<file path="src/rtl/mig_app_sequencer_if.sv">
// Command/response and MIG application-interface bundle for mig_app_sequencer.
// The master modport is the sequencer; the slave modport is its environment (requester plus MIG).
interface mig_app_sequencer_if #(
   parameter int ADDR_W = 29,
   parameter int DATA_W = 128
);
   logic                  init_calib_complete;

   logic                  req_valid;
   logic                  req_ready;
   logic                  req_wr;
   logic [ADDR_W-1:0]     req_addr;
   logic [DATA_W-1:0]     req_wdata;
   logic [DATA_W/8-1:0]   req_wmask;

   logic                  rsp_valid;
   logic                  rsp_ready;
   logic                  rsp_wr;
   logic                  rsp_err;
   logic [DATA_W-1:0]     rsp_rdata;

   logic [ADDR_W-1:0]     app_addr;
   logic [2:0]            app_cmd;
   logic                  app_en;
   logic                  app_rdy;
   logic [DATA_W-1:0]     app_wdf_data;
   logic [DATA_W/8-1:0]   app_wdf_mask;
   logic                  app_wdf_wren;
   logic                  app_wdf_end;
   logic                  app_wdf_rdy;
   logic [DATA_W-1:0]     app_rd_data;
   logic                  app_rd_data_valid;

   modport master (
      input  init_calib_complete,
      input  req_valid, req_wr, req_addr, req_wdata, req_wmask,
      output req_ready,
      output rsp_valid, rsp_wr, rsp_err, rsp_rdata,
      input  rsp_ready,
      output app_addr, app_cmd, app_en, app_wdf_data, app_wdf_mask, app_wdf_wren, app_wdf_end,
      input  app_rdy, app_wdf_rdy, app_rd_data, app_rd_data_valid
   );

   modport slave (
      output init_calib_complete,
      output req_valid, req_wr, req_addr, req_wdata, req_wmask,
      input  req_ready,
      input  rsp_valid, rsp_wr, rsp_err, rsp_rdata,
      output rsp_ready,
      input  app_addr, app_cmd, app_en, app_wdf_data, app_wdf_mask, app_wdf_wren, app_wdf_end,
      output app_rdy, app_wdf_rdy, app_rd_data, app_rd_data_valid
   );
endinterface

</file>
<file path="src/rtl/mig_app_sequencer.sv">
// One-at-a-time command sequencer in front of the MIG 7-series application interface,
// with independent app_rdy / app_wdf_rdy handshakes, a held response port and a read timeout.
module mig_app_sequencer #(
   parameter int ADDR_W      = 29,
   parameter int DATA_W      = 128,
   parameter int TIMEOUT_W   = 16,
   parameter int TIMEOUT_CYC = 4096
) (
   input  logic                 ui_clk,
   input  logic                 ui_clk_sync_rst,
   mig_app_sequencer_if.master  bus
);

   localparam int MASK_W = DATA_W / 8;
   localparam logic [TIMEOUT_W-1:0] TIMEOUT_LAST = TIMEOUT_W'(TIMEOUT_CYC - 1);

   typedef enum logic [1:0] {S_IDLE, S_CMD, S_RDWAIT, S_RESP} state_t;

   state_t                state_q, state_nxt;
   logic                  app_en_q, app_en_nxt;
   logic                  wren_q, wren_nxt;
   logic                  req_ready_q, req_ready_nxt;
   logic                  rsp_valid_q, rsp_valid_nxt;
   logic                  rsp_wr_q, rsp_wr_nxt;
   logic                  rsp_err_q, rsp_err_nxt;
   logic [DATA_W-1:0]     rsp_rdata_q, rsp_rdata_nxt;
   logic [TIMEOUT_W-1:0]  cnt_q, cnt_nxt;

   logic                  op_wr_q;
   logic [ADDR_W-1:0]     addr_q;
   logic [2:0]            cmd_q;
   logic [DATA_W-1:0]     wdata_q;
   logic [MASK_W-1:0]     wmask_q;

   logic accept;
   logic cmd_done;
   logic wdf_done;
   logic timeout_hit;

   assign accept      = (state_q == S_IDLE) && bus.req_valid && req_ready_q;
   // A handshake is complete once it has been seen (flag already low) or is seen this cycle.
   assign cmd_done    = !app_en_q || bus.app_rdy;
   assign wdf_done    = !wren_q || bus.app_wdf_rdy;
   assign timeout_hit = (cnt_q == TIMEOUT_LAST);

   always_ff @(posedge ui_clk) begin
      if (ui_clk_sync_rst) begin
         state_q     <= S_IDLE;
         app_en_q    <= 1'b0;
         wren_q      <= 1'b0;
         req_ready_q <= 1'b0;
         rsp_valid_q <= 1'b0;
         rsp_wr_q    <= 1'b0;
         rsp_err_q   <= 1'b0;
         rsp_rdata_q <= '0;
         cnt_q       <= '0;
      end else begin
         state_q     <= state_nxt;
         app_en_q    <= app_en_nxt;
         wren_q      <= wren_nxt;
         req_ready_q <= req_ready_nxt;
         rsp_valid_q <= rsp_valid_nxt;
         rsp_wr_q    <= rsp_wr_nxt;
         rsp_err_q   <= rsp_err_nxt;
         rsp_rdata_q <= rsp_rdata_nxt;
         cnt_q       <= cnt_nxt;
      end
   end

   always_ff @(posedge ui_clk) begin
      if (accept) begin
         op_wr_q <= bus.req_wr;
         addr_q  <= bus.req_addr;
         cmd_q   <= bus.req_wr ? 3'b000 : 3'b001;
         wdata_q <= bus.req_wdata;
         wmask_q <= bus.req_wmask;
      end
   end

   always_comb begin
      state_nxt = state_q;
      case (state_q)
         S_IDLE:   if (accept) state_nxt = S_CMD;
         S_CMD: begin
            if (op_wr_q) begin
               if (cmd_done && wdf_done) state_nxt = S_RESP;
            end else if (cmd_done) begin
               state_nxt = bus.app_rd_data_valid ? S_RESP : S_RDWAIT;
            end
         end
         S_RDWAIT: if (bus.app_rd_data_valid || timeout_hit) state_nxt = S_RESP;
         S_RESP:   if (bus.rsp_ready) state_nxt = S_IDLE;
         default:  state_nxt = S_IDLE;
      endcase
   end

   always_comb begin
      app_en_nxt    = app_en_q;
      wren_nxt      = wren_q;
      rsp_valid_nxt = rsp_valid_q;
      rsp_wr_nxt    = rsp_wr_q;
      rsp_err_nxt   = rsp_err_q;
      rsp_rdata_nxt = rsp_rdata_q;
      cnt_nxt       = cnt_q;
      req_ready_nxt = (state_nxt == S_IDLE) && bus.init_calib_complete;
      case (state_q)
         S_IDLE: begin
            if (accept) begin
               app_en_nxt = 1'b1;
               wren_nxt   = bus.req_wr;
            end
         end
         S_CMD: begin
            app_en_nxt = app_en_q && !bus.app_rdy;
            wren_nxt   = wren_q && !bus.app_wdf_rdy;
            if (op_wr_q) begin
               if (cmd_done && wdf_done) begin
                  rsp_valid_nxt = 1'b1;
                  rsp_wr_nxt    = 1'b1;
                  rsp_err_nxt   = 1'b0;
                  rsp_rdata_nxt = '0;
               end
            end else if (cmd_done) begin
               // Data may already arrive alongside app_rdy; take it and skip the wait state.
               if (bus.app_rd_data_valid) begin
                  rsp_valid_nxt = 1'b1;
                  rsp_wr_nxt    = 1'b0;
                  rsp_err_nxt   = 1'b0;
                  rsp_rdata_nxt = bus.app_rd_data;
               end else begin
                  cnt_nxt = '0;
               end
            end
         end
         S_RDWAIT: begin
            cnt_nxt = cnt_q + TIMEOUT_W'(1);
            if (bus.app_rd_data_valid) begin
               rsp_valid_nxt = 1'b1;
               rsp_wr_nxt    = 1'b0;
               rsp_err_nxt   = 1'b0;
               rsp_rdata_nxt = bus.app_rd_data;
            end else if (timeout_hit) begin
               rsp_valid_nxt = 1'b1;
               rsp_wr_nxt    = 1'b0;
               rsp_err_nxt   = 1'b1;
               rsp_rdata_nxt = '0;
            end
         end
         S_RESP: begin
            if (bus.rsp_ready) rsp_valid_nxt = 1'b0;
         end
         default: ;
      endcase
   end

   assign bus.req_ready    = req_ready_q;
   assign bus.rsp_valid    = rsp_valid_q;
   assign bus.rsp_wr       = rsp_wr_q;
   assign bus.rsp_err      = rsp_err_q;
   assign bus.rsp_rdata    = rsp_rdata_q;
   assign bus.app_en       = app_en_q;
   assign bus.app_addr     = addr_q;
   assign bus.app_cmd      = cmd_q;
   assign bus.app_wdf_wren = wren_q;
   assign bus.app_wdf_data = wdata_q;
   assign bus.app_wdf_mask = wmask_q;
   assign bus.app_wdf_end  = 1'b1;

endmodule

</file>
<file path="src/flat_wrapper.sv">
// flat-port wrapper written by rule: the top's interface ports become plain ports
module mig_app_sequencer_flat 
#(
   parameter int ADDR_W      = 29,
   parameter int DATA_W      = 128,
   parameter int TIMEOUT_W   = 16,
   parameter int TIMEOUT_CYC = 4096
)
  (ui_clk, ui_clk_sync_rst, bus_init_calib_complete, bus_req_valid, bus_req_wr, bus_req_addr, bus_req_wdata, bus_req_wmask, bus_req_ready, bus_rsp_valid, bus_rsp_wr, bus_rsp_err, bus_rsp_rdata, bus_rsp_ready, bus_app_addr, bus_app_cmd, bus_app_en, bus_app_wdf_data, bus_app_wdf_mask, bus_app_wdf_wren, bus_app_wdf_end, bus_app_rdy, bus_app_wdf_rdy, bus_app_rd_data, bus_app_rd_data_valid);
  mig_app_sequencer_if #(.ADDR_W(ADDR_W), .DATA_W(DATA_W)) bus_i ();
  input  logic ui_clk;
  input  logic ui_clk_sync_rst;
  input wire logic [$bits(bus_i.init_calib_complete)-1:0] bus_init_calib_complete;
  input wire logic [$bits(bus_i.req_valid)-1:0] bus_req_valid;
  input wire logic [$bits(bus_i.req_wr)-1:0] bus_req_wr;
  input wire logic [$bits(bus_i.req_addr)-1:0] bus_req_addr;
  input wire logic [$bits(bus_i.req_wdata)-1:0] bus_req_wdata;
  input wire logic [$bits(bus_i.req_wmask)-1:0] bus_req_wmask;
  output wire logic [$bits(bus_i.req_ready)-1:0] bus_req_ready;
  output wire logic [$bits(bus_i.rsp_valid)-1:0] bus_rsp_valid;
  output wire logic [$bits(bus_i.rsp_wr)-1:0] bus_rsp_wr;
  output wire logic [$bits(bus_i.rsp_err)-1:0] bus_rsp_err;
  output wire logic [$bits(bus_i.rsp_rdata)-1:0] bus_rsp_rdata;
  input wire logic [$bits(bus_i.rsp_ready)-1:0] bus_rsp_ready;
  output wire logic [$bits(bus_i.app_addr)-1:0] bus_app_addr;
  output wire logic [$bits(bus_i.app_cmd)-1:0] bus_app_cmd;
  output wire logic [$bits(bus_i.app_en)-1:0] bus_app_en;
  output wire logic [$bits(bus_i.app_wdf_data)-1:0] bus_app_wdf_data;
  output wire logic [$bits(bus_i.app_wdf_mask)-1:0] bus_app_wdf_mask;
  output wire logic [$bits(bus_i.app_wdf_wren)-1:0] bus_app_wdf_wren;
  output wire logic [$bits(bus_i.app_wdf_end)-1:0] bus_app_wdf_end;
  input wire logic [$bits(bus_i.app_rdy)-1:0] bus_app_rdy;
  input wire logic [$bits(bus_i.app_wdf_rdy)-1:0] bus_app_wdf_rdy;
  input wire logic [$bits(bus_i.app_rd_data)-1:0] bus_app_rd_data;
  input wire logic [$bits(bus_i.app_rd_data_valid)-1:0] bus_app_rd_data_valid;
  assign bus_i.init_calib_complete = bus_init_calib_complete;
  assign bus_i.req_valid = bus_req_valid;
  assign bus_i.req_wr = bus_req_wr;
  assign bus_i.req_addr = bus_req_addr;
  assign bus_i.req_wdata = bus_req_wdata;
  assign bus_i.req_wmask = bus_req_wmask;
  assign bus_req_ready = bus_i.req_ready;
  assign bus_rsp_valid = bus_i.rsp_valid;
  assign bus_rsp_wr = bus_i.rsp_wr;
  assign bus_rsp_err = bus_i.rsp_err;
  assign bus_rsp_rdata = bus_i.rsp_rdata;
  assign bus_i.rsp_ready = bus_rsp_ready;
  assign bus_app_addr = bus_i.app_addr;
  assign bus_app_cmd = bus_i.app_cmd;
  assign bus_app_en = bus_i.app_en;
  assign bus_app_wdf_data = bus_i.app_wdf_data;
  assign bus_app_wdf_mask = bus_i.app_wdf_mask;
  assign bus_app_wdf_wren = bus_i.app_wdf_wren;
  assign bus_app_wdf_end = bus_i.app_wdf_end;
  assign bus_i.app_rdy = bus_app_rdy;
  assign bus_i.app_wdf_rdy = bus_app_wdf_rdy;
  assign bus_i.app_rd_data = bus_app_rd_data;
  assign bus_i.app_rd_data_valid = bus_app_rd_data_valid;
  mig_app_sequencer #(.ADDR_W(ADDR_W), .DATA_W(DATA_W), .TIMEOUT_W(TIMEOUT_W), .TIMEOUT_CYC(TIMEOUT_CYC)) u_core (.ui_clk(ui_clk), .ui_clk_sync_rst(ui_clk_sync_rst), .bus(bus_i));
endmodule
</file>
<file path="config.mk">
export PLATFORM = sky130hd
export DESIGN_NAME = mig_app_sequencer_flat
export DESIGN_NICKNAME = d
export VERILOG_FILES = /design/src/rtl/mig_app_sequencer_if.sv /design/src/rtl/mig_app_sequencer.sv /design/src/flat_wrapper.sv
export SDC_FILE = /design/constraint.sdc
export NUM_CORES = 1
export LEC_CHECK = 0
export CORE_AREA = 4 4 238 240
export CTS_BUF_LIST = sky130_fd_sc_hd__clkbuf_4
export DETAILED_ROUTE_END_ITERATION = 8
export DIE_AREA = 0 0 242 244
export SYNTH_ARGS = -nofsm -noshare
export SYNTH_HDL_FRONTEND = slang
export SYNTH_SLANG_ARGS = --single-unit
export TNS_END_PERCENT = 100
</file>
<file path="constraint.sdc">
create_clock -name ui_clk -period 8.7 [get_ports ui_clk]
set_input_delay 2.175 -clock ui_clk [delete_from_list [all_inputs] [get_ports ui_clk]]
set_output_delay 2.175 -clock ui_clk [all_outputs]
set_load 0.005 [all_outputs]
</file>
== Word level (Yosys, flattened, before mapping) ==
Cells that the tools add are included.
Widths: inputs -> output; s select.

* Register bits: 329
* Bits in latches: 0
* Memory bits (writable): 0
* Memory bits (read-only): 0
* Bits of input ports: 310
* Output and inout bits: 311
* Logic and storage cells: 92
* Memories kept: 0

* Add/subtract/negate cells: 1
* $mul: 0
* Div/mod/pow operators: 0
* Order comparisons: 0
* Eq/ne operators: 13
* Shift-type cells: 0
* Mux-type cells: 42
* Bitwise gates (word level): 0
* Reduce and logical (&&, ||, !) cells: 22

{| class="wikitable"
|+ Operators with widths
! operator !! number
|-
| $mux 128 || 6
|-
| $pmux 128 s2 || 1
|-
| $mux 16 || 3
|-
| $pmux 16 s2 || 1
|-
| $mux 1 || 19
|-
| $add 16x1->16 const B || 1
|-
| $eq 16x12->1 const B || 1
|-
| $mux 2 || 6
|-
| $pmux 1 s2 || 4
|-
| $pmux 2 s4 || 1
|-
| $logic_and 1x1->1 || 6
|-
| $ne 2x2->1 const B || 3
|-
| $ne 3x2->1 const B || 2
|-
| $reduce_and 6->1 || 1
|-
| $reduce_and 5->1 || 1
|-
| $eq 2x2->1 const B || 2
|-
| $logic_not 1->1 || 4
|-
| $logic_not 2->1 || 2
|-
| $ne 2x1->1 const B || 2
|-
| $reduce_and 4->1 || 1
|-
| $reduce_bool 2->1 || 2
|-
| $logic_or 1x1->1 || 3
|-
| $ne 3x1->1 const B || 1
|-
| $ne 3x3->1 const B || 1
|-
| other kinds (4) || 4
|}

== Logic depth before layout (Yosys ltp) ==
* Depth after elaboration: 8
* Gate-level depth with buffers: 11
* Gate-level depth less buffers: 7

== Least setup slack after synthesis ==
No wires, ideal clock.

* Path type: input-to-reg
* Start point: input bus_req_valid
* End point: register u_core.wren_q (netlist: u_core.bus.app_wdf_wren)
* Data arrival time: 7.907 ns
* Setup slack: 0.665 ns
* Cell stages on the path: 6
* Path buffers: 1
* Cell sequence: and3_1 clkbuf_1 nand2b_1 o21ai_0 a21oi_1 nor2_1

* Longest elaborated chain between the ends: 4

{| class="wikitable"
|+ RTL lines
! item !! RTL line !! text
|-
| start: declaration || flat_wrapper.sv:14 || <nowiki>input wire logic [$bits(bus_i.req_valid)-1:0] bus_req_valid;</nowiki>
|-
| $logic_and 1x1->1 (2 in a row) || mig_app_sequencer.sv:40 || <nowiki>assign accept = (state_q == S_IDLE) && bus.req_valid && req_ready_q;</nowiki>
|-
| via u_core.accept || mig_app_sequencer.sv:35 || <nowiki>logic accept;</nowiki>
|-
| $ne 2x1->1 (no line) || n/a ||
|-
| $reduce_and 2->1 (no line) || n/a ||
|-
| end signal: assignment || mig_app_sequencer.sv:60 || <nowiki>wren_q <= wren_nxt;</nowiki>
|-
| end: declaration || mig_app_sequencer.sv:21 || <nowiki>logic wren_q, wren_nxt;</nowiki>
|}

The timed path passes the listed nets, and every way through them passes these cells.
A chain may end at the register's enable or synchronous reset.

== Worst setup path after layout ==
* Start point: input bus_app_wdf_rdy
* End point: register u_core.rsp_rdata_q[56] (netlist: u_core.bus.rsp_rdata[56])

* Longest elaborated chain between the ends: 4

{| class="wikitable"
|+ RTL lines
! item !! RTL line !! text
|-
| start: declaration || flat_wrapper.sv:33 || <nowiki>input wire logic [$bits(bus_i.app_wdf_rdy)-1:0] bus_app_wdf_rdy;</nowiki>
|-
| $logic_or 1x1->1 || mig_app_sequencer.sv:43 || <nowiki>assign wdf_done = !wren_q || bus.app_wdf_rdy;</nowiki>
|-
| $logic_and 1x1->1 || mig_app_sequencer.sv:117 || <nowiki>if (cmd_done && wdf_done) begin</nowiki>
|-
| $ne 3x3->1 (no line) || n/a ||
|-
| $reduce_and 5->1 (no line) || n/a ||
|-
| end signal: assignment || mig_app_sequencer.sv:65 || <nowiki>rsp_rdata_q <= rsp_rdata_nxt;</nowiki>
|-
| end: declaration || mig_app_sequencer.sv:26 || <nowiki>logic [DATA_W-1:0] rsp_rdata_q, rsp_rdata_nxt;</nowiki>
|}

No other way between the ends.

==> results by group <==
Die
  – Ports: 621
  – Placeable Area: 54700 um^2
  – Die width: 242 um
  – Initial Utilization: 20.6%
  – Die Y: 244 um
  – Die ar.: 59000 um^2
  – Rows: 86

Power and ir drop
  – Psw: 0.000781 W
  – Flop pwr share: 49.8%
  – Sw Share: 23.1%
  – Internal: 0.00259 W
  – Leak Pwr: 6.53 nW
  – VDD IR max: 0.0838 mV
  – Logic pwr share: 8.5%
  – Clk pwr share: 41.7%
  – Cell Pwr Density: 175 nW/um^2

Yosys
  – Asr flop ratio synth: 0%
  – Post-synth EDFFs: 175
  – Synth cell types: 41
  – Syn_area_per_cell: 12.4 um^2
  – Yosys warns: 0
  – Post-synthesis instance total: 909
  – #FFs+latches synth: 327
  – Post-Syn Area: 11300 um^2
  – Sequential area share after synthesis: 73.7%
  – Ys flop type: edfxtp_1

Timing
  – Fin crit share: 49.5%
  – Max Clock Freq: 232 MHz
  – Worst setup margin: 4.39 ns
  – Final hold slack: 0.446 ns
  – Setup_tns: 0 ns
  – Slew headroom: 14.4%
  – Final Max Tran Viols: 0
  – # setup viols final: 0
  – RSZ-0062 raised after global routing: no
  – Final hold violation count: 0
  – Minimum clock period after layout: 4.31 ns
  – Worst-Margin Slew: 1.28 ns
  – Worst Clk Skew: 0.0393 ns

Placed design
  – Dpl ws: 3.73 ns
  – Gpl congestion: 0.815
  – Placed cells: 2174
  – Hpwl dp: 33100 um
  – PortBufs: 617
  – Placement Cell Area: 18000 um^2

CTS
  – Clock slew at reported path FFs: 0.06 ns
  – CTS resizes: 0
  – Clock tree root driver cell: clkbuf_4
  – Clk buf depth: 3
  – Post-CTS Setup Repair Bufs: 0
  – CTS H-tree lvls: 3
  – Number of clock sinks: 327
  – CTS buffer count: 90
  – # hold bufs at CTS: 0
  – CTS tree: yes
  – Clock latency on the worst-skew pair: 0.78 ns

Detailed routing
  – Remaining DRCs: 0
  – Vias/cell: 4.08
  – Final WL: 43900 um
  – Final ANT Viol Nets: 0
  – DR WL/cell: 18.6 um
  – Vias: 9602
  – First-pass DRT Iterations: 4
  – Initial DRC count: 423

Final layout
  – Fin nets: 1877
  – P&R area growth vs syn: 70.8%
  – Fin cells: 2352
  – Fraction of layout cells with a size suffix above 1: 9.86%
  – Filler Cells Inserted: 5387
  – Fin area: 19200 um^2

Job
  – Maximum Capacitance Violations: 0

Worst setup path
  – CP max stage cell: o31ai_1
  – CP max FO: 258
  – Worst Path Buf+Inv: 2
  – CP endpoint kind: flip-flop
  – Worst-path cell chain: clkdlybuf4s50_1, and3b_1, o31ai_1, o211a_4, buf_12, nand3_1, o21ai_0
  – Worst stage delay on the critical path: 0.57 ns
  – Element type at the critical path start: input pin
  – WP data required: 9.36 ns
  – Worst path arrival time: 4.97 ns
  – CP top delay family: compound AO/OA/AOI/OAI gates
  – Crit Path Category: in -> reg

Global route
  – Grt ovf: 0
  – Pin count of the biggest net entering global routing: 259
  – Vias in the first global route: 9625
  – Gr usage total: 14.1%
  – Number of antenna violations at the first check in global routing: 23
  – First-pass GRT wire length: 62800 um

Run status
  – Outcome: finished clean

Min path
  – Hold Path Class: reg -> reg
final timing paths:
kind,from,to,slack (ns),cells after the start
worst max-delay path,bus_app_wdf_rdy,u_core.bus.rsp_rdata[56],4.39,7
worst min-delay path,u_core.bus.rsp_rdata[14],u_core.bus.rsp_rdata[14],0.45,2
worst max register to register,u_core.state_q[0],u_core.bus.rsp_rdata[120],5.70,8
worst min register to register,u_core.bus.rsp_rdata[14],u_core.bus.rsp_rdata[14],0.45,2
logic make-up after synthesis:
group	share of synthesized area, %
adders and majority gates	0.555
DFF	73.7
and+or+nand+nor	13.6
AOI/OAI and AO/OA	7.04
other	0.0667
muxes	0.267
xor gates and xnor gates	1.01
buffers and inverters	3.77
placed cells by master, fill, tap and decap left out, types with 2 or more instances in the layout:
cell               n
ha_1               5
diode_2           15
clkdlybuf4s50_1  617
clkinv_2           5
nor4_1             6
clkinv_1          17
nand2b_1           3
o21ai_0           81
o211ai_1           2
buf_4              7
nand4_1            4
xnor2_1           13
nor2_1            28
edfxtp_1         175
inv_2              2
buf_12             2
a211oi_1           2
a21oi_1            8
dfxtp_1          152
nor2b_1            5
clkbuf_4         135
nor3_1             6
inv_1              8
nand2_1          134
and4_1             3
o21ai_1           52
conb_1             3
nand3_1          135
mux2i_1            3
per-layer routing:
layer  up-vias  GRT usage, %  wire [um]
li1       4593             -          -
met1      4430          14.3      15600
met2       475          24.2      22200
met3       100          6.78       4510
met4         4          7.58       1510
met5         -             0         21
sequential cells by signal, summed over array words and instances, names as in the netlist:
name                     flops
u_core.bus.app_wdf_data    128
u_core.bus.rsp_rdata       128
u_core.bus.app_addr         29
u_core.bus.app_wdf_mask     16
u_core.cnt_q                16
u_core.state_q               2
u_core.bus.app_cmd           1
u_core.bus.app_en            1
u_core.bus.app_wdf_wren      1
u_core.bus.req_ready         1
u_core.bus.rsp_err           1
u_core.bus.rsp_valid         1
u_core.bus.rsp_wr            1
u_core.op_wr_q               1
metrics by stage:
step / power [W] / util, %
after floorplan: 0.00178 / -
after global placement: 0.00200 / 33.0
after detailed placement: 0.00200 / 33.0
after CTS: 0.00346 / 35.1
after global routing: 0.00356 / 35.2
final: 0.00337 / 35.2
power groups by stage:
stage | sequential [W] | clock, W | combinational [W]
after floorplan | 0.00172 | 0 | 0.0000595
final | 0.00168 | 0.00141 | 0.000288
after global placement | 0.00171 | 0 | 0.000289
after detailed placement | 0.00171 | 0 | 0.000291
after global routing | 0.00168 | 0.00157 | 0.000308
after CTS | 0.00168 | 0.00148 | 0.000292
synthesized netlist by cell type, types with 2 or more instances:
library cell / instances / area share [%]
nor3_1: 7 / 0.31
conb_1: 2 / 0.067
edfxtp_1: 175 / 47
xnor2_1: 13 / 1.0
nand2_1: 134 / 4.5
mux2i_1: 3 / 0.27
o21ai_0: 81 / 3.6
dfxtp_1: 152 / 27
nand4_1: 4 / 0.22
buf_6: 14 / 1.4
inv_1: 9 / 0.30
clkbuf_2: 7 / 0.31
ha_1: 5 / 0.56
nand2b_1: 3 / 0.17
o211ai_1: 2 / 0.13
nor4_1: 6 / 0.33
nor2_1: 28 / 0.93
clkbuf_1: 40 / 1.3
nor2b_1: 5 / 0.28
and4_1: 3 / 0.23
buf_4: 3 / 0.20
o21ai_1: 52 / 2.3
a21oi_1: 8 / 0.36
a211oi_1: 2 / 0.13
nand3_1: 135 / 6.0
worst register-to-register path: stages, from the launching register on:
cell     delay, ns
dfxtp_1       0.40
inv_1         0.10
ha_1          0.30
nor2b_1       0.24
nor3_2        0.16
buf_4         0.47
buf_4         0.82
nand3_1       0.26
o21ai_1       0.13
cell type report:
class / count / area, um^2 / area share [%]
Antenna cell: 15 / 37.5 / 0.195
Clock buffer: 135 / 1010 / 5.27
Clock inverter: 28 / 151 / 0.787
Inverter: 9 / 36.3 / 0.189
Multi-Input combinational cell: 508 / 2550 / 13.3
Sequential cell: 327 / 8300 / 43.1
Tap cell: 704 / 881 / 4.58
Timing Repair Buffer: 626 / 6270 / 32.6
Note: power is estimated with default switching activity, not from simulation.
